$ cat src/rtl/tdc_result_reader.sv
// Polls the TDC result-FIFO empty flags after configuration, reads registers 8/9 and streams
// each 28-bit word with its channel tag; one bus cycle in flight, held off while a result is pending.
module tdc_result_reader #(
    parameter int RD_LOW_CYCLES  = 2,
    parameter int RECOVER_CYCLES = 1,
    parameter int CNT_W          = 16
) (
    input  logic             clk,
    input  logic             reset,
    input  logic             init_flag,
    input  logic             ef1,
    input  logic             ef2,
    input  logic [27:0]      tdc_data,
    output logic [3:0]       addr,
    output logic             CSN,
    output logic             RDN,
    output logic             bus_req,
    output logic [27:0]      result_data,
    output logic             result_ch,
    output logic             result_valid,
    input  logic             result_ready,
    output logic [CNT_W-1:0] result_count
);

    typedef enum logic [2:0] {IDLE, ARB, SETUP, STROBE, HOLD, RECOVER, PRESENT} state_t;

    localparam logic [7:0] RD_LAST  = 8'(RD_LOW_CYCLES - 1);
    localparam logic [7:0] REC_LAST = 8'(RECOVER_CYCLES - 1);

    state_t           state_q;
    logic [7:0]       cyc_q;
    logic             sel_ch_q;
    logic             last_ch_q;
    logic             abort_q;
    logic [3:0]       addr_q;
    logic             csn_q;
    logic             rdn_q;
    logic             bus_req_q;
    logic [27:0]      result_data_q;
    logic             result_ch_q;
    logic             result_valid_q;
    logic [CNT_W-1:0] result_count_q;
    logic [CNT_W-1:0] result_count_d;

    logic arb_hit;
    logic arb_ch;

    // Both FIFOs holding data: alternate away from the last channel served.
    assign arb_hit        = ~(ef1 & ef2);
    assign arb_ch         = (~ef1 & ~ef2) ? ~last_ch_q : ef1;
    assign result_count_d = result_count_q + {{(CNT_W-1){1'b0}}, 1'b1};

    always_ff @(posedge clk) begin
        if (reset) begin
            state_q        <= IDLE;
            cyc_q          <= 8'd0;
            sel_ch_q       <= 1'b0;
            last_ch_q      <= 1'b1;
            abort_q        <= 1'b0;
            addr_q         <= 4'hf;
            csn_q          <= 1'b1;
            rdn_q          <= 1'b1;
            bus_req_q      <= 1'b0;
            result_data_q  <= 28'd0;
            result_ch_q    <= 1'b0;
            result_valid_q <= 1'b0;
            result_count_q <= '0;
        end else begin
            // A re-init seen anywhere after selection is remembered until the cycle completes.
            if (init_flag && state_q != IDLE && state_q != ARB) begin
                abort_q <= 1'b1;
            end
            case (state_q)
                IDLE: begin
                    addr_q    <= 4'hf;
                    bus_req_q <= 1'b0;
                    abort_q   <= 1'b0;
                    if (!init_flag) begin
                        state_q <= ARB;
                    end
                end
                ARB: begin
                    if (init_flag) begin
                        state_q <= IDLE;
                    end else if (arb_hit) begin
                        sel_ch_q  <= arb_ch;
                        addr_q    <= arb_ch ? 4'd9 : 4'd8;
                        bus_req_q <= 1'b1;
                        csn_q     <= 1'b0;
                        state_q   <= SETUP;
                    end
                end
                SETUP: begin
                    rdn_q   <= 1'b0;
                    cyc_q   <= 8'd0;
                    state_q <= STROBE;
                end
                STROBE: begin
                    if (cyc_q == RD_LAST) begin
                        result_data_q <= tdc_data;
                        rdn_q         <= 1'b1;
                        state_q       <= HOLD;
                    end else begin
                        cyc_q <= cyc_q + 8'd1;
                    end
                end
                HOLD: begin
                    csn_q     <= 1'b1;
                    addr_q    <= 4'hf;
                    bus_req_q <= 1'b0;
                    cyc_q     <= 8'd0;
                    state_q   <= RECOVER;
                end
                RECOVER: begin
                    if (cyc_q == REC_LAST) begin
                        if (abort_q || init_flag) begin
                            state_q <= IDLE;
                        end else begin
                            result_ch_q    <= sel_ch_q;
                            last_ch_q      <= sel_ch_q;
                            result_valid_q <= 1'b1;
                            state_q        <= PRESENT;
                        end
                    end else begin
                        cyc_q <= cyc_q + 8'd1;
                    end
                end
                PRESENT: begin
                    if (result_ready) begin
                        result_valid_q <= 1'b0;
                        result_count_q <= result_count_d;
                        abort_q        <= 1'b0;
                        state_q        <= (abort_q || init_flag) ? IDLE : ARB;
                    end
                end
                default: state_q <= IDLE;
            endcase
        end
    end

    assign addr         = addr_q;
    assign CSN          = csn_q;
    assign RDN          = rdn_q;
    assign bus_req      = bus_req_q;
    assign result_data  = result_data_q;
    assign result_ch    = result_ch_q;
    assign result_valid = result_valid_q;
    assign result_count = result_count_q;

endmodule

$ cat config.mk
export PLATFORM = sky130hd
export DESIGN_NAME = tdc_result_reader
export DESIGN_NICKNAME = d
export VERILOG_FILES = /design/src/rtl/tdc_result_reader.sv
export SDC_FILE = /design/constraint.sdc
export NUM_CORES = 1
export LEC_CHECK = 0
export CAP_MARGIN = 0
export CORE_MARGIN = 2
export CORE_UTILIZATION = 47
export CTS_CLUSTER_SIZE = 16
export DETAILED_ROUTE_END_ITERATION = 8
export GPL_TIMING_DRIVEN = 0
export PLACE_DENSITY_LB_ADDON = 0.1
export SLEW_MARGIN = 20
export SYNTH_ARGS = -nofsm -noshare
export SYNTH_HDL_FRONTEND = slang
export SYNTH_SLANG_ARGS = --single-unit
$ cat constraint.sdc
create_clock -name clk -period 2.74 [get_ports clk]
set_clock_uncertainty 0.15 [all_clocks]
set_input_delay 0.822 -clock clk [delete_from_list [all_inputs] [get_ports clk]]
set_output_delay 0.822 -clock clk [all_outputs]
set_load 0.005 [all_outputs]
==> qor.yml <==
floorplan:
  start_util_pct: 48.84
  std_cell_rows: 28
  die_x_um: 82.68
  die_h_um: 82.68
  ios: 87
  coreArea_um2: 5956
  dieArea_um2: 6835
worst_setup_path:
  path_cells: "clkdlybuf4s50_1, nand4b_1, or2_1, clkbuf_1, or4_1, a21oi_1"
  arrival_ns: 2.73
  path_max_fanout: 9
  critical_path_required_ns: 2.86
  crit_type: "primary input to flip-flop"
  cpPeakStageDelay_ns: 0.54
  cpMaxStageDelayCell: "clkdlybuf4s50_1"
  startpoint_type: "primary input"
  critPathTopFamily: "simple AND/OR/NAND/NOR gates"
  cp-end-kind: "flip-flop"
  crit_path_start: "result_ready"
  crit_buf_inv: 2
  r2r-start: "state_q[0]"
finish:
  final_cell_mix: "85 x clkdlybuf4s50_1, 70 x nand2_1, 65 x dfxtp_1"
  fin_nets: 489
  antennaDiodeCount: 0
  drive_gt1_share_pct: 7.456
  final_common_cell: "clkdlybuf4s50_1"
  seqCellArea_um2: 1301
  area_growth_pct: 39.70
  n_fill_cell: 526
  multi_input_area_um2: 1460
  fin_area_um2: 4064
logic_synthesis:
  ys_seq_area_share_pct: 44.73
  synthFlopType: "dfxtp_1"
  async_flop_share_pct: 0
  avgSynthCellArea_um2: 8.194
  syn_inst: 355
  syn_nets: 393
  ys_ff_latch: 65
  synth_area_um2: 2909
  synth-edff-count: 0
  yosysWarnings: 0
  synth_cell_types: 50
power:
  powerDensity_nw_per_um2: 637.2
  power_uw: 2589
  leakagePower_uw: 0.001391
  vdd_drop_max_mv: 0.5370
timing:
  finalSetupViolations: 0
  period_share_pct: 95.37
  tns_ns: 0
  fin_crit_ns: 2.613
  fmax_mhz: 382.7
  hold_viol: 0
  relSlewSlack_pct: 50.66
  grt_setup_unrepaired: "false"
  slew_violations: 0
  worst_slack_ns: 0.1269
  fin_hold_ws_ns: 0.3036
  worst_pin_slew_ns: 0.7401
place:
  post-dp-hpwl_um: 5153
  postPlaceCellArea_um2: 3854
  io_buffers: 85
  place.gp.congestion: 0.8089
  pre_cts_slack_ns: -0.1908
hold_path:
  holdCritPathClass: "flip-flop to flip-flop"
  min_from: "result_data[22]"
detailed_routing:
  vias: 2834
  first_pass_iters: 4
  drcViolationCount: 0
  ant_nets: 0
  drt_iter0_markers: 125
  wl_per_cell_um: 13.60
  wl_um: 7223
  avgViaCountPerCell: 5.337
global_route:
  grt_max_degree: 12
  grt_pass1_wl_um: 11310
  grt_use_total_pct: 21.55
  antenna_found_initial: 0
  gr-total-overflow: 0
  grt_pass1_vias: 2554
clocking:
  htreeDepth: 3
  cts_max_path_buffers: 2
  clockRootBuffer: "clkbuf_8"
  cts_tree: "done"
  clock_sinks: 65
  cts_hold_buf: 0
  cts_buffers: 9
  clk_pin_slew_ns: 0.07
  insertion_delay_ns: 0.33
  post_cts_buffers: 0
  cts_resized: 0
outcome:
  outcome: "finished clean"
job:
  cap_violations: 0
==> area by class of cell <==
cell class / instances / area share [%]
Buffer: 23 / 2.525
Clock buffer: 10 / 3.140
Clock inverter: 6 / 2.032
Inverter: 12 / 1.108
Multi-Input combinational cell: 255 / 35.93
Sequential cell: 65 / 32.02
Tap cell: 75 / 2.309
Timing Repair Buffer: 85 / 20.94
==> stage by stage <==
step,instances,util (%)
2_1_floorplan,355,-
3_3_place_gp,515,64.71
3_5_place_dp,515,64.71
4_1_cts,531,68.24
5_1_grt,531,68.24
6_report,531,68.24
==> cells by family (layout without fill, tap and decap cells) <==
logic type | count (synthesis) | after routing | synth area share [%]
AO/OA/AOI/OAI | 93 | 93 | 19.44
XOR/XNOR | 9 | 9 | 2.709
adder cells (fa/ha/maj) | 4 | 4 | 1.720
buffers and inverters | 35 | 136 | 5.075
flip-flops | 65 | 65 | 44.73
multiplexers | 1 | 1 | 0.3441
other | 1 | 1 | 0.1289
AND/OR/NAND/NOR | 147 | 147 | 25.85
==> final timing paths <==
| path | end | slack, ns | depth (start not counted) |
|---|---|---|---|
| max | result_count[15] | 0.13 | 6 |
| min | result_data[22] | 0.30 | 2 |
| max reg2reg | result_data[11] | 0.37 | 6 |
| min reg2reg | result_data[22] | 0.30 | 2 |
==> sequential cells by signal, indices dropped and copies added, names as in the netlist, 2 cells and up <==
signal / flops
addr: 2
cyc_q: 8
result_count: 16
result_data: 28
state_q: 3
==> worst register-to-register path: stages (launching register included) <==
cell	delay, ns
dfxtp_1	0.34
clkbuf_1	0.31
clkbuf_1	0.39
nand4_1	0.49
clkbuf_1	0.36
nand2_1	0.13
a21oi_1	0.07
==> per-layer routing <==
layer  wire length (um)  track usage (%)  vias to the layer above
met5                  0                0                        -
met4                128            9.836                        0
met3                486            4.674                       13
met2               3215            34.52                       88
met1               3393            27.74                     1295
li1                   -                -                     1438
==> cell usage after synthesis (2+ instances only) <==
cell type / number / area share [%]
o21a_1: 5 / 1.3
nand4b_1: 2 / 0.60
inv_1: 12 / 1.5
a21o_1: 2 / 0.52
nor4_1: 3 / 0.65
nand3_1: 9 / 1.5
a21oi_1: 50 / 8.6
or4_1: 4 / 1.0
a211oi_1: 2 / 0.52
nor2_1: 18 / 2.3
o21bai_1: 7 / 1.8
or3_1: 4 / 0.86
xor2_1: 4 / 1.2
ha_1: 4 / 1.7
clkbuf_1: 14 / 1.8
o21ai_0: 10 / 1.7
nand4_1: 4 / 0.86
a221oi_1: 5 / 1.5
xnor2_1: 5 / 1.5
nand2_1: 70 / 9.0
nand3b_1: 2 / 0.52
and4_1: 4 / 1.2
o31ai_1: 4 / 1.0
nand2b_1: 6 / 1.3
dfxtp_1: 65 / 45
nor3_1: 8 / 1.4
buf_4: 2 / 0.52
buf_2: 7 / 1.2
a31o_2: 2 / 0.60
==> power by group <==
group          internal, uW  switching [uW]  total [uW]
clock                   508             360         867
combinational           290             375         665
sequential             1010            49.4        1060
Power figures use the tool's default switching activity.
